File: config.mk
export PLATFORM = sky130hd
export DESIGN_NAME = disp_scan_ctrl
export DESIGN_NICKNAME = d
export VERILOG_FILES = /design/src/rtl/disp_scan_ctrl.sv
export SDC_FILE = /design/constraint.sdc
export NUM_CORES = 1
export LEC_CHECK = 0
export CAP_MARGIN = 20
export CORE_MARGIN = 1.5
export CORE_UTILIZATION = 49
export DETAILED_ROUTE_END_ITERATION = 6
export PLACE_DENSITY = 0.75
export SLEW_MARGIN = 20
export SYNTH_ARGS = -nofsm -noshare
export SYNTH_HDL_FRONTEND = slang
export SYNTH_SLANG_ARGS = --single-unit
File: constraint.sdc
create_clock -name clk -period 1.84 [get_ports clk]
set_clock_uncertainty 0.15 [all_clocks]
set_input_delay 0.368 -clock clk [delete_from_list [all_inputs] [get_ports clk]]
set_output_delay 0.368 -clock clk [all_outputs]
set_load 0.02 [all_outputs]
File: src/rtl/disp_scan_ctrl.sv
// rtl/disp_scan_ctrl.sv - 4-digit multiplexed 7-segment scan controller
// Double-buffered display value, dead-time blanking between digits, leading-zero blanking.
module disp_scan_ctrl #(
  parameter logic [15:0] SHOW_CYC  = 16'd50000,
  parameter logic [15:0] BLANK_CYC = 16'd500
) (
  input  logic        clk,
  input  logic        rst_n,
  input  logic [15:0] hex,
  input  logic [3:0]  points,
  input  logic [3:0]  les,
  input  logic        load,
  input  logic        lzb_en,
  output logic [3:0]  dec_d,
  output logic        dec_le,
  output logic        dec_point,
  output logic [3:0]  an,
  output logic        frame_done,
  output logic        pend
);

  localparam logic        PH_BLANK   = 1'b0;
  localparam logic        PH_SHOW    = 1'b1;
  localparam logic        noBlank    = (BLANK_CYC == 16'd0);
  localparam logic        resetPhase = noBlank ? PH_SHOW : PH_BLANK;
  localparam logic [15:0] showLast   = SHOW_CYC - 16'd1;
  // Wraps to 16'hFFFF when BLANK_CYC is 0; the BLANK phase is never entered then.
  localparam logic [15:0] blankLast  = BLANK_CYC - 16'd1;

  logic        phaseQ, phaseD;
  logic [1:0]  digQ, digD;
  logic [15:0] cntQ, cntD;
  logic [15:0] actHexQ, actHexD;
  logic [3:0]  actPtQ, actPtD;
  logic [3:0]  actLeQ, actLeD;
  logic [15:0] pndHexQ, pndHexD;
  logic [3:0]  pndPtQ, pndPtD;
  logic [3:0]  pndLeQ, pndLeD;
  logic        pendQ, pendD;
  logic        frameEnd;
  logic        leadZero;
  logic [3:0]  nib;

  assign frameEnd = (phaseQ == PH_SHOW) && (digQ == 2'd3) && (cntQ == showLast);

  always_ff @(posedge clk) begin
    if (!rst_n) begin
      phaseQ  <= resetPhase;
      digQ    <= 2'd0;
      cntQ    <= 16'd0;
      actHexQ <= 16'd0;
      actPtQ  <= 4'd0;
      actLeQ  <= 4'd0;
      pndHexQ <= 16'd0;
      pndPtQ  <= 4'd0;
      pndLeQ  <= 4'd0;
      pendQ   <= 1'b0;
    end else begin
      phaseQ  <= phaseD;
      digQ    <= digD;
      cntQ    <= cntD;
      actHexQ <= actHexD;
      actPtQ  <= actPtD;
      actLeQ  <= actLeD;
      pndHexQ <= pndHexD;
      pndPtQ  <= pndPtD;
      pndLeQ  <= pndLeD;
      pendQ   <= pendD;
    end
  end

  always_comb begin
    phaseD  = phaseQ;
    digD    = digQ;
    cntD    = cntQ;
    actHexD = actHexQ;
    actPtD  = actPtQ;
    actLeD  = actLeQ;
    pndHexD = pndHexQ;
    pndPtD  = pndPtQ;
    pndLeD  = pndLeQ;
    pendD   = pendQ;

    if (phaseQ == PH_BLANK) begin
      if (cntQ == blankLast) begin
        cntD   = 16'd0;
        phaseD = PH_SHOW;
      end else begin
        cntD = cntQ + 16'd1;
      end
    end else begin
      if (cntQ == showLast) begin
        cntD   = 16'd0;
        digD   = digQ + 2'd1;
        phaseD = noBlank ? PH_SHOW : PH_BLANK;
      end else begin
        cntD = cntQ + 16'd1;
      end
    end

    if (load) begin
      pndHexD = hex;
      pndPtD  = points;
      pndLeD  = les;
    end

    // Active buffers only change at the frame boundary so a frame is never mixed.
    if (frameEnd) begin
      if (load) begin
        actHexD = hex;
        actPtD  = points;
        actLeD  = les;
      end else if (pendQ) begin
        actHexD = pndHexQ;
        actPtD  = pndPtQ;
        actLeD  = pndLeQ;
      end
      pendD = 1'b0;
    end else if (load) begin
      pendD = 1'b1;
    end
  end

  always_comb begin
    nib = actHexQ[{digQ, 2'b00} +: 4];
    case (digQ)
      2'd3:    leadZero = (actHexQ[15:12] == 4'd0);
      2'd2:    leadZero = (actHexQ[15:8] == 8'd0);
      2'd1:    leadZero = (actHexQ[15:4] == 12'd0);
      default: leadZero = 1'b0;
    endcase

    dec_d      = nib;
    frame_done = frameEnd;
    pend       = pendQ;
    if (phaseQ == PH_BLANK) begin
      an        = 4'b1111;
      dec_le    = 1'b1;
      dec_point = 1'b0;
    end else begin
      an        = ~(4'b0001 << digQ);
      dec_le    = actLeQ[digQ] | (lzb_en & leadZero);
      dec_point = actPtQ[digQ];
    end
  end

endmodule

Yosys cells after proc, flatten, opt, wreduce, memory -nomap -nowiden

Cells that the tools add are included.

Add/sub/neg operators: 2
$lt $le $gt $ge: 1
Equality and inequality tests: 5
Shift operators: 2
Muxes and demuxes: 20
Bitwise logic cells: 4
Reduce and logical (&&, ||, !) cells: 9

Operators with widths:

| operator                                                   | count |
|---|---|
| two-way mux 16 bit                                         | 5 |
| two-way mux 4 bit                                          | 5 |
| adder 16 x 1 -> 16 bit, second input constant              | 1 |
| equality test 16 bit, second input constant                | 1 |
| equality test 16 x 9 -> 1 bit, second input constant       | 1 |
| variable part select 16 x 5 -> 4 bit                       | 1 |
| zero test 12 bit                                           | 1 |
| zero test 8 bit                                            | 1 |
| two-way mux 1 bit                                          | 7 |
| binary-select mux 1 bit (select 2 bit)                     | 2 |
| equality test 2 bit, second input constant                 | 2 |
| zero test 4 bit                                            | 1 |
| inverter 4 bit                                             | 1 |
| AND reduction 2 bit                                        | 2 |
| << shifter 1 x 2 -> 4 bit, first input constant            | 1 |
| less-than comparator 2 x 3 -> 1 bit, second input constant | 1 |
| case mux 1 bit (3 select lines)                            | 1 |
| adder 2 x 1 -> 2 bit, second input constant                | 1 |
| equality test 2 x 1 -> 1 bit, second input constant        | 1 |
| logical AND 1 bit                                          | 2 |
| nonzero test 2 bit                                         | 1 |
| OR reduction 2 bit                                         | 1 |
| AND 1 bit                                                  | 1 |
| inverter 1 bit                                             | 1 |
| OR 1 bit                                                   | 1 |

Register bits after elaboration: 68
Bits of input ports: 28

Longest topological paths before layout

Gate-level depths: netlist of the first run.

Depth after elaboration: 5
Mapped depth: 6
Depth with buffers taken out: 5

Least setup slack after synthesis of the first run

No wires, ideal clock.

Path type: register to output
From: reg digQ[0]
To: out dec_le
Data arrival time: 1,701 ps
Path slack: -379 ps
Stages on the path, launching flop included: 6
Buffers on the path: 1
Path through: dfxtp_1 clkbuf_1 inv_1 ha_1 nand3b_1 o21ai_0

Word-level cells in the longest chain between the ends: 5

Ends and longest elaborated chain:

| item                                                                | RTL line | source |
|---|---|---|
| from (decl)                                                         | 31       | `logic [1:0] digQ, digD;` |
| from (signal assigned)                                              | 60       | `digQ <= digD;` |
| equality test 2 x 1 -> 1 bit or equality test 2 bit (tied branches) | 126      | `case (digQ)` |
| case mux 1 bit (3 select lines)                                     | 126      |  |
| AND 1 bit                                                           | 142      | `dec_le = actLeQ[digQ] \| (lzb_en & leadZero);` |
| OR 1 bit (*)                                                        | 142      |  |
| two-way mux 1 bit (*)                                               | 136      | `if (phaseQ == PH_BLANK) begin` |
| to (decl)                                                           | 15       | `output logic dec_le,` |

Every way passes the cells marked *; elsewhere a longest branch is shown, timed or not. The select of a mux whose other input is x is not followed.

Final worst setup path of the first run

Same ends and word-level chain as after synthesis.

==> results of run 1 <==
## state kept, by name, indices dropped and copies added, names as in the netlist
name	count
phaseQ	1
cntQ	16
actHexQ	16
pndHexQ	16
pndLeQ	4
actLeQ	4
pndPtQ	4
actPtQ	4
pend	1
digQ	2
## path summary, 6_finish.rpt
kind,from,endpoint,slack [ns],depth (start not counted)
worst min-delay path,pndLeQ[2]$_SDFFE_PN0P_,pndLeQ[2]$_SDFFE_PN0P_,0.38,2
worst max-delay path,digQ[0]$_SDFFE_PN0P_,dec_le,-0.24,6
worst max register to register,cntQ[11]$_SDFF_PN0_,actHexQ[4]$_SDFFE_PN0P_,-0.21,7
worst min register to register,pndLeQ[2]$_SDFFE_PN0P_,pndLeQ[2]$_SDFFE_PN0P_,0.38,2
## final cells by class
cell class                      count  area (um^2)
Clock inverter                      5         36.3
Clock buffer                       11          151
Timing Repair Buffer              100          971
Tap cell                           75         93.8
Multi-Input combinational cell    195         1780
Fill cell                         401         1610
Inverter                            3         11.3
Sequential cell                    68         1370
## power breakdown
group,internal (mW),switching (mW)
Sequential,1.51,0.0137
Combinational,0.122,0.0866
Clock,0.561,0.579
## through the flow
stage	hold WS (ns)	worst slack [ns]	utilization (%)
after floorplan	0.278	-0.0271	-
after global placement	0.360	-0.423	65.8
after detailed placement	0.364	-0.410	65.8
after CTS	0.377	-0.256	72.1
after global routing	0.403	-0.299	73.2
final	0.376	-0.240	73.2
## cells in the mapped netlist (all sizes together)
master	instances
dfxtp	68
and2	27
nor2b	26
mux2i	25
mux2	24
nor2	19
clkbuf	11
nand4	9
nand2	8
xnor2	8
nor4	7
xor2	7
ha	6
mux4	6
buf	5
nand3	5
and4	4
inv	3
and3	2
nor3	2
nor4bb	2
a21boi	1
a21o	1
a21oi	1
and4b	1
and4bb	1
nand3b	1
nor3b	1
o21ai	1
## cells in the final DEF (no fill, tap or decap), drive strengths merged
cell,count
buf,71
dfxtp,68
clkdlybuf4s50,28
and2,27
nor2b,26
mux2i,25
mux2,24
nor2,19
clkbuf,12
nand4,9
xnor2,8
nand2,8
xor2,7
nor4,7
mux4,6
ha,6
nand3,5
and4,4
clkinvlp,3
inv,3
and3,2
nor4bb,2
nor3,2
clkinv,2
and4bb,1
and4b,1
nand3b,1
a21o,1
a21oi,1
o21ai,1
a21boi,1
nor3b,1
## timing repair
item / in CTS / in global routing
pin swaps: 6 / 8
gates resized for setup: 87 / 16
gates cloned: 2 / 1
setup endpoints to repair: 35 / 51
buffers inserted: 7 / 4
## critical path, cell delays in order (launching register included)
cell,delay (ns)
sky130_fd_sc_hd__dfxtp_4,0.40
sky130_fd_sc_hd__inv_2,0.06
sky130_fd_sc_hd__ha_1,0.23
sky130_fd_sc_hd__a21o_1,0.17
sky130_fd_sc_hd__a21oi_2,0.15
sky130_fd_sc_hd__o21ai_2,0.08
sky130_fd_sc_hd__buf_6,0.13
## per-layer routing
metal | vias to the layer above | part of all wire (%) | track usage [%]
li1 | 1168 | - | -
met5 | - | 0 | 0
met3 | 13 | 2.9 | 4.37
met2 | 40 | 49 | 34.2
met4 | 0 | 2.3 | 10.3
met1 | 1076 | 46 | 26.4
## logic make-up after synthesis
group           share of synthesized area (%)
simple gates                             22.6
flops                                    43.6
xor+xnor                                 4.21
mux                                      23.4
compound gates                          0.801
buf+inv                                  2.93
fa+ha+maj                                2.40
==> run summary, run 1 <==
Adding up every negative setup slack in the final design gives -5.98 ns. The logs give 3970 um^2 for the post-place instance area and 34 for the total of endpoints with negative setup slack in the final report. Dividing the final minimum period by the clock period gives 113%. The final reports fail on setup timing. The run gives 1.84 nW as the leakage power summed over all cells. TritonCTS built the clock tree. The tools report the count of placed standard cells including taps as 429. The number of remaining DRC errors is 0, and the starting density of the core is 51.8%.

For the number of standard cells after synthesis, the log shows 282. The final worst-path setup slack was -0.240 ns. The floorplan step defined a die boundary enclosing 6860 um^2.

The flow ran to the end, but the final reports show violations. Max-cap violations in this run came to 0. The total area inside the core boundary comes to 6030 um^2.

The I/O pin count is 40. The total number of yosys warnings is 0, and the chip height is 82.8 um. The clock input transition at the sequential cells of the worst setup and hold paths is 0.07 ns. Dividing the detail-routed wire length by the instance count gives 15.0 um.

By area the synthesized netlist is led by sky130_fd_sc_hd__dfxtp_1 44%, sky130_fd_sc_hd__mux2_4 9.6%, sky130_fd_sc_hd__mux2i_1 8.0%, sky130_fd_sc_hd__and2_1 5.4%, sky130_fd_sc_hd__nor2b_1 5.2%. Headroom to the max-slew limit: 78.6%. Excluding fillers, the count of instances in the completed layout stands at 457. Setup repair after global routing could not meet its margin everywhere. For this run, the detailed router's first-pass iteration total came to 4.

The CTS buffer count came out at 9. The initialized floorplan defines 28 standard-cell rows. The via count of the first global-routing pass came out at 2419. The area share of the largest cell type after synthesis was 43.6%; the horizontal extent of the die was 82.8 um. At the pin with the least slew margin, the transition time is 0.319 ns. Routability-driven placement finished with a final weighted congestion of 0.796.

Minimum clock period: 2.08 ns. For this design, the sink count on the clock tree is 68. Power spread over the standard cell area amounts to 650 nW/um^2. Counting every net in the synthesized netlist gives 316. Counting along the longest clock path gives a buffer depth of 2.

Summing all non-filler instances in the final layout gives an area of 4410 um^2. For this block, the initial DRC count from the detailed router was 74. Across the VDD grid, the largest voltage drop is 0.502 mV. From synthesis to final layout, the design area changed by 41.4%. By startpoint and endpoint, the worst setup path is classified as reg -> out.

The number of failing hold endpoints at the final stage came out at 0. In this run the clock root is driven by a sky130_fd_sc_hd__clkbuf_8. In the global route stage, overall resource usage came out at 21.0%. After synthesis the cells add up to 3120 um^2.

The number of different library cells used by synthesis comes to 36. The clock latency on the worst-skew pair is 0.35 ns, and the total of flip-flops plus latches after synthesis is 68. After detailed routing, the total wire length is 6860 um. The total power of the final layout is 2.87 mW. The fraction of layout cells with a size suffix above 1 was 37.7%. The first global-routing pass estimated 11500 um of wire. Entering global routing, the biggest net connects 54 pins. Derived from the worst setup path, the maximum achievable clock frequency is 481 MHz.

A synthesized cell averages 11.1 um^2. The count of nets after finishing is 411, and the worst path required time is 1.32 ns. Buffers placed on the I/O ports in this run total 39. For the sequential fraction of the synthesis area, the log shows 43.6%. Top cell type by total area after synthesis: sky130_fd_sc_hd__dfxtp_1.

Once detail routing completed, the nets flagged for antenna violations numbered 0. The number of hold buffers added after CTS was 0. The kind of path behind the tightest hold check is reg -> reg. Detailed-route via count: 2297.

The worst setup path is launched from a register. Summed over all layers, the global routing overflow is 0. The worst setup path is captured at a primary output. The tools report the arrival time of the worst setup path as 1.56 ns.

The detailed-route vias per instance is 5.03, and the diode insertion count for antenna repair is 0. The tools report the number of antenna violations at the first check in global routing as 0. The final count of pins violating max slew is 0.

In this run the worst path has a maximum fanout of 5. The tools report the count of H-tree levels built during CTS as 3. Detailed placement finished with a half-perimeter wire length of 4410 um.
No activity file was read; power rests on OpenSTA's default activity.
==> run 2: changes to the inputs <==
--- a/config.mk
+++ b/config.mk
@@ -7,9 +7,8 @@
 export LEC_CHECK = 0
 export CAP_MARGIN = 20
 export CORE_MARGIN = 1.5
-export CORE_UTILIZATION = 49
+export CORE_UTILIZATION = 40
 export DETAILED_ROUTE_END_ITERATION = 6
-export PLACE_DENSITY = 0.75
 export SLEW_MARGIN = 20
 export SYNTH_ARGS = -nofsm -noshare
 export SYNTH_HDL_FRONTEND = slang
==> run 2 against run 1 <==
Against the previous run:
- critical endpoint unchanged
- routed wire length about the same
- count of clock-buffer cells in the layout decreased by 1
- cell count increased by 7.0%
- hold slack about the same
- sequential power about the same
- the flow still finishes with violations (setup timing)
- combinational power increased by 4%
- critical path depth decreased by 2
- largest cell class unchanged
- clock power increased by 30%
==> run summary, run 2 (same netlist as run 1, synthesis figures left out) <==
The tools report the critical path launch point type as a register (unchanged). The count of nets after finishing is 416 (was 411). Met3 usage in global routing: 3.18% (was 4.37%). The starting density of the core was 40.8% (was 51.8%); the final worst-path setup slack was -0.234 ns (was -0.240 ns). The max-capacitance violation count came out at 0 (unchanged). Global route total overflow: 0 (unchanged). Highest-delay cell along the critical path: sky130_fd_sc_hd__mux4_2 (was sky130_fd_sc_hd__dfxtp_4).

The global-route wire length before repair is 11300 um (was 11500 um), and the length in cells of the worst reg-to-reg path is 8 (was 7). The run gives 0.35 ns (about the same) as the clock latency on the worst-skew pair. The busiest metal layer after global routing is met2 (unchanged).

Endpoint of the worst-slack reg-to-reg timing path: actPtQ[2]$_SDFFE_PN0P_ (was actHexQ[4]$_SDFFE_PN0P_). For the leakage power summed over all cells, the log shows 1.93 nW (was 1.84 nW). Clock input transition at the sequential cells of the worst setup and hold paths: 0.07 ns (about the same). Setup repair after global routing could not meet its margin everywhere.

The worst reg2reg path startpoint was cntQ[1]$_SDFF_PN0_ (was cntQ[11]$_SDFF_PN0_). The detailed-route vias per instance was 4.69 (was 5.03); the fraction of layout cells with a size suffix above 1 was 38.8% (was 37.7%). The tools report the beginning of the critical path as digQ[1]$_SDFFE_PN0P_ (was digQ[0]$_SDFFE_PN0P_). The I/O pin count came out at 40 (unchanged).

Number of antenna violations at the first check in global routing: 0 (unchanged). Violated checks: setup timing (unchanged). The logs give 3 (unchanged) for the count of H-tree levels built during CTS and 2295 (was 2297) for the detailed-route via count. The arrival time of the worst setup path was 1.56 ns (about the same). The met1 track demand over resource in global routing was 23.6% (was 26.4%). Endpoint of the worst setup timing path: dec_le (unchanged). Category of the worst setup path capture point: a primary output (unchanged).

For the largest net degree at the start of global routing, the log shows 54 (unchanged). The global-route met2 utilization is 26.7% (was 34.2%). The final weighted congestion of routability-driven global placement came out at 0.762 (was 0.796). The family of cells with the greatest summed delay on the critical path was multiplexers (was flip-flops). The run gives -0.22 ns (was -0.21 ns) as the setup slack of the worst register-to-register path. The number of DRC markers in iteration 0 is 44 (was 74). The combined buffer and inverter count along the critical path was 1 (was 2); the headroom to the max-slew limit was 75.7% (was 78.6%). The run finished, with violations left. The number of nets with antenna violations after routing came out at 0 (unchanged). The cell area power density was 701 nW/um^2 (was 650 nW/um^2); the site row count was 32 (was 28). The final clock period utilization by the worst path works out to 113% (about the same). The tools report the cell at the root of the clock tree as sky130_fd_sc_hd__clkbuf_8 (unchanged).

The area growth from synthesis to layout was 47.1% (was 41.4%). The tools report the number of hold-repair buffers added at the cts stage as 0 (unchanged). Largest registers: actHexQ: 16 flops, cntQ: 16 flops, pndHexQ: 16 flops (unchanged). The worst path required time is 1.32 ns (about the same), and the chip height is 91.3 um (was 82.8 um).

The port buffer count was 39 (unchanged). TritonCTS built the clock tree. The tools report the final count of pins violating max slew as 0 (unchanged). Commonest cells after routing, fill and taps aside: 63 x sky130_fd_sc_hd__dfxtp_1, 46 x sky130_fd_sc_hd__buf_4, 27 x sky130_fd_sc_hd__clkdlybuf4s50_1 (was 62 x sky130_fd_sc_hd__dfxtp_1, 48 x sky130_fd_sc_hd__buf_4, 28 x sky130_fd_sc_hd__clkdlybuf4s50_1).

The kind of path behind the tightest hold check was reg -> reg (unchanged). The diode insertion count for antenna repair was 0 (unchanged). The final routed wire length divided by cell count is 14.0 um (was 15.0 um), and the number of optimization iterations in the first detailed-route pass is 4 (unchanged).

The number of failing hold endpoints at the final stage is 0 (unchanged). Critical Path, Cell by Cell: mux4_2, nor2b_2, o21ai_2, buf_6 (was inv_2, ha_1, a21o_1, a21oi_2, o21ai_2, buf_6). The maximum clock rate is 482 MHz (was 481 MHz), and the critical path's largest stage delay is 0.51 ns (was 0.40 ns). The maximum resistive drop on vdd is 0.337 mV (was 0.502 mV), and the horizontal extent of the die is 91.3 um (was 82.8 um). For the total wirelength of the detailed-routed design, the log shows 6870 um (was 6860 um). The total of endpoints with negative setup slack in the final report is 34 (unchanged), and the HPWL after detailed placement is 4490 um (was 4410 um). The run gives 9 (unchanged) as the CTS buffer count. The slew at the pin closest to its max-slew limit works out to 0.361 ns (was 0.319 ns).

The final cell count without fillers is 489 (was 457), and the maximum net fanout on the critical path is 4 (was 5). The via count of the first global-routing pass was 2321 (was 2419). The most common cell after layout, fill and taps aside was sky130_fd_sc_hd__dfxtp_1 (unchanged).

The tools report the TritonCTS sink count as 68 (unchanged). For the final total negative setup slack, the log shows -6.08 ns (was -5.98 ns). The path type of the worst setup path was reg -> out (unchanged). The minimum clock period is 2.07 ns (was 2.08 ns), and the buffer depth of the longest clock path is 2 (unchanged).

The logs give 17.7% (was 21.0%) for the global-route total usage across every layer and 461 (was 429) for the count of placed standard cells including taps. The count of cell instances traversed by the critical path was 4 (was 6); the area of the placeable core was 7650 um^2 (was 6030 um^2). The number of remaining DRC errors was 0 (unchanged); the full die area was 8340 um^2 (was 6860 um^2).
-- run 2: cell count changes in the layout (fill, tap and decap cells not counted), sizes merged --
cell | previous run | this run
buf | 71 | 76
dlymetal6s2s | 0 | 1
clkinv | 2 | 1
inv | 3 | 4
clkinvlp | 3 | 1
bufinv | 0 | 3
clkdlybuf4s50 | 28 | 27
clkbuf | 12 | 11
-- run 2: stage by stage --
stage	power (mW)	hold WS, ns	setup WS, ns	area [um^2]	utilization [%]
after CTS	3.24	0.380	-0.259	4510	59.0
after floorplan	1.66	0.278	-0.0271	3160	-
after global routing	3.33	0.396	-0.307	4590	60.0
after global placement	1.77	0.360	-0.396	4040	52.8
after detailed placement	1.77	0.369	-0.390	4040	52.8
final	3.22	0.376	-0.234	4590	60.0
-- run 2: what timing repair did --
| item | 4_1_cts | 5_1_grt |
|---|---|---|
| setup buffers | 10 | 4 |
| pin swaps | 5 | 5 |
| setup endpoints to repair | 35 | 53 |
| resized for setup | 94 | 22 |
| gates cloned | 2 | 1 |
-- run 2: worst min path at each step --
stage                             start                  endpoint  slack [ns]  depth (start not counted)
2_1_floorplan        cntQ[0]$_SDFF_PN0_        cntQ[0]$_SDFF_PN0_        0.28                          1
3_3_place_gp   pndHexQ[10]$_SDFFE_PN0P_  pndHexQ[10]$_SDFFE_PN0P_        0.36                          2
3_5_place_dp    pndHexQ[1]$_SDFFE_PN0P_   pndHexQ[1]$_SDFFE_PN0P_        0.37                          2
4_1_cts         pndHexQ[1]$_SDFFE_PN0P_   pndHexQ[1]$_SDFFE_PN0P_        0.38                          2
5_1_grt              cntQ[0]$_SDFF_PN0_        cntQ[0]$_SDFF_PN0_        0.40                          2
6_report        pndHexQ[1]$_SDFFE_PN0P_   pndHexQ[1]$_SDFFE_PN0P_        0.38                          2
-- run 2: area by class of cell --
cell class | count | area [um^2]
Clock buffer | 10 | 128
Clock inverter | 6 | 111
Fill cell | 643 | 3060
Inverter | 3 | 11.3
Multi-Input combinational cell | 195 | 1790
Sequential cell | 68 | 1370
Tap cell | 102 | 128
Timing Repair Buffer | 105 | 1050
-- run 2: routing by layer --
metal,up-vias,wire length (um)
met4,0,184
met5,-,0
met3,16,189
met2,33,3150
li1,1176,-
met1,1070,3340
-- run 2: where the power goes --
| group | switching (mW) | leakage [nW] | internal, mW |
|---|---|---|---|
| combinational | 0.0861 | 1.26 | 0.130 |
| sequential | 0.0120 | 0.556 | 1.51 |
| clock | 0.580 | 0.117 | 0.903 |
| total | 0.679 | 1.93 | 2.54 |
-- run 2: worst min-delay path: cells and delay by family, from the launching register on --
| family | cells | cell delay [ns] |
|---|---|---|
| flops | 1 | 0.30 |
| mux | 1 | 0.11 |
| simple gates | 1 | 0.07 |
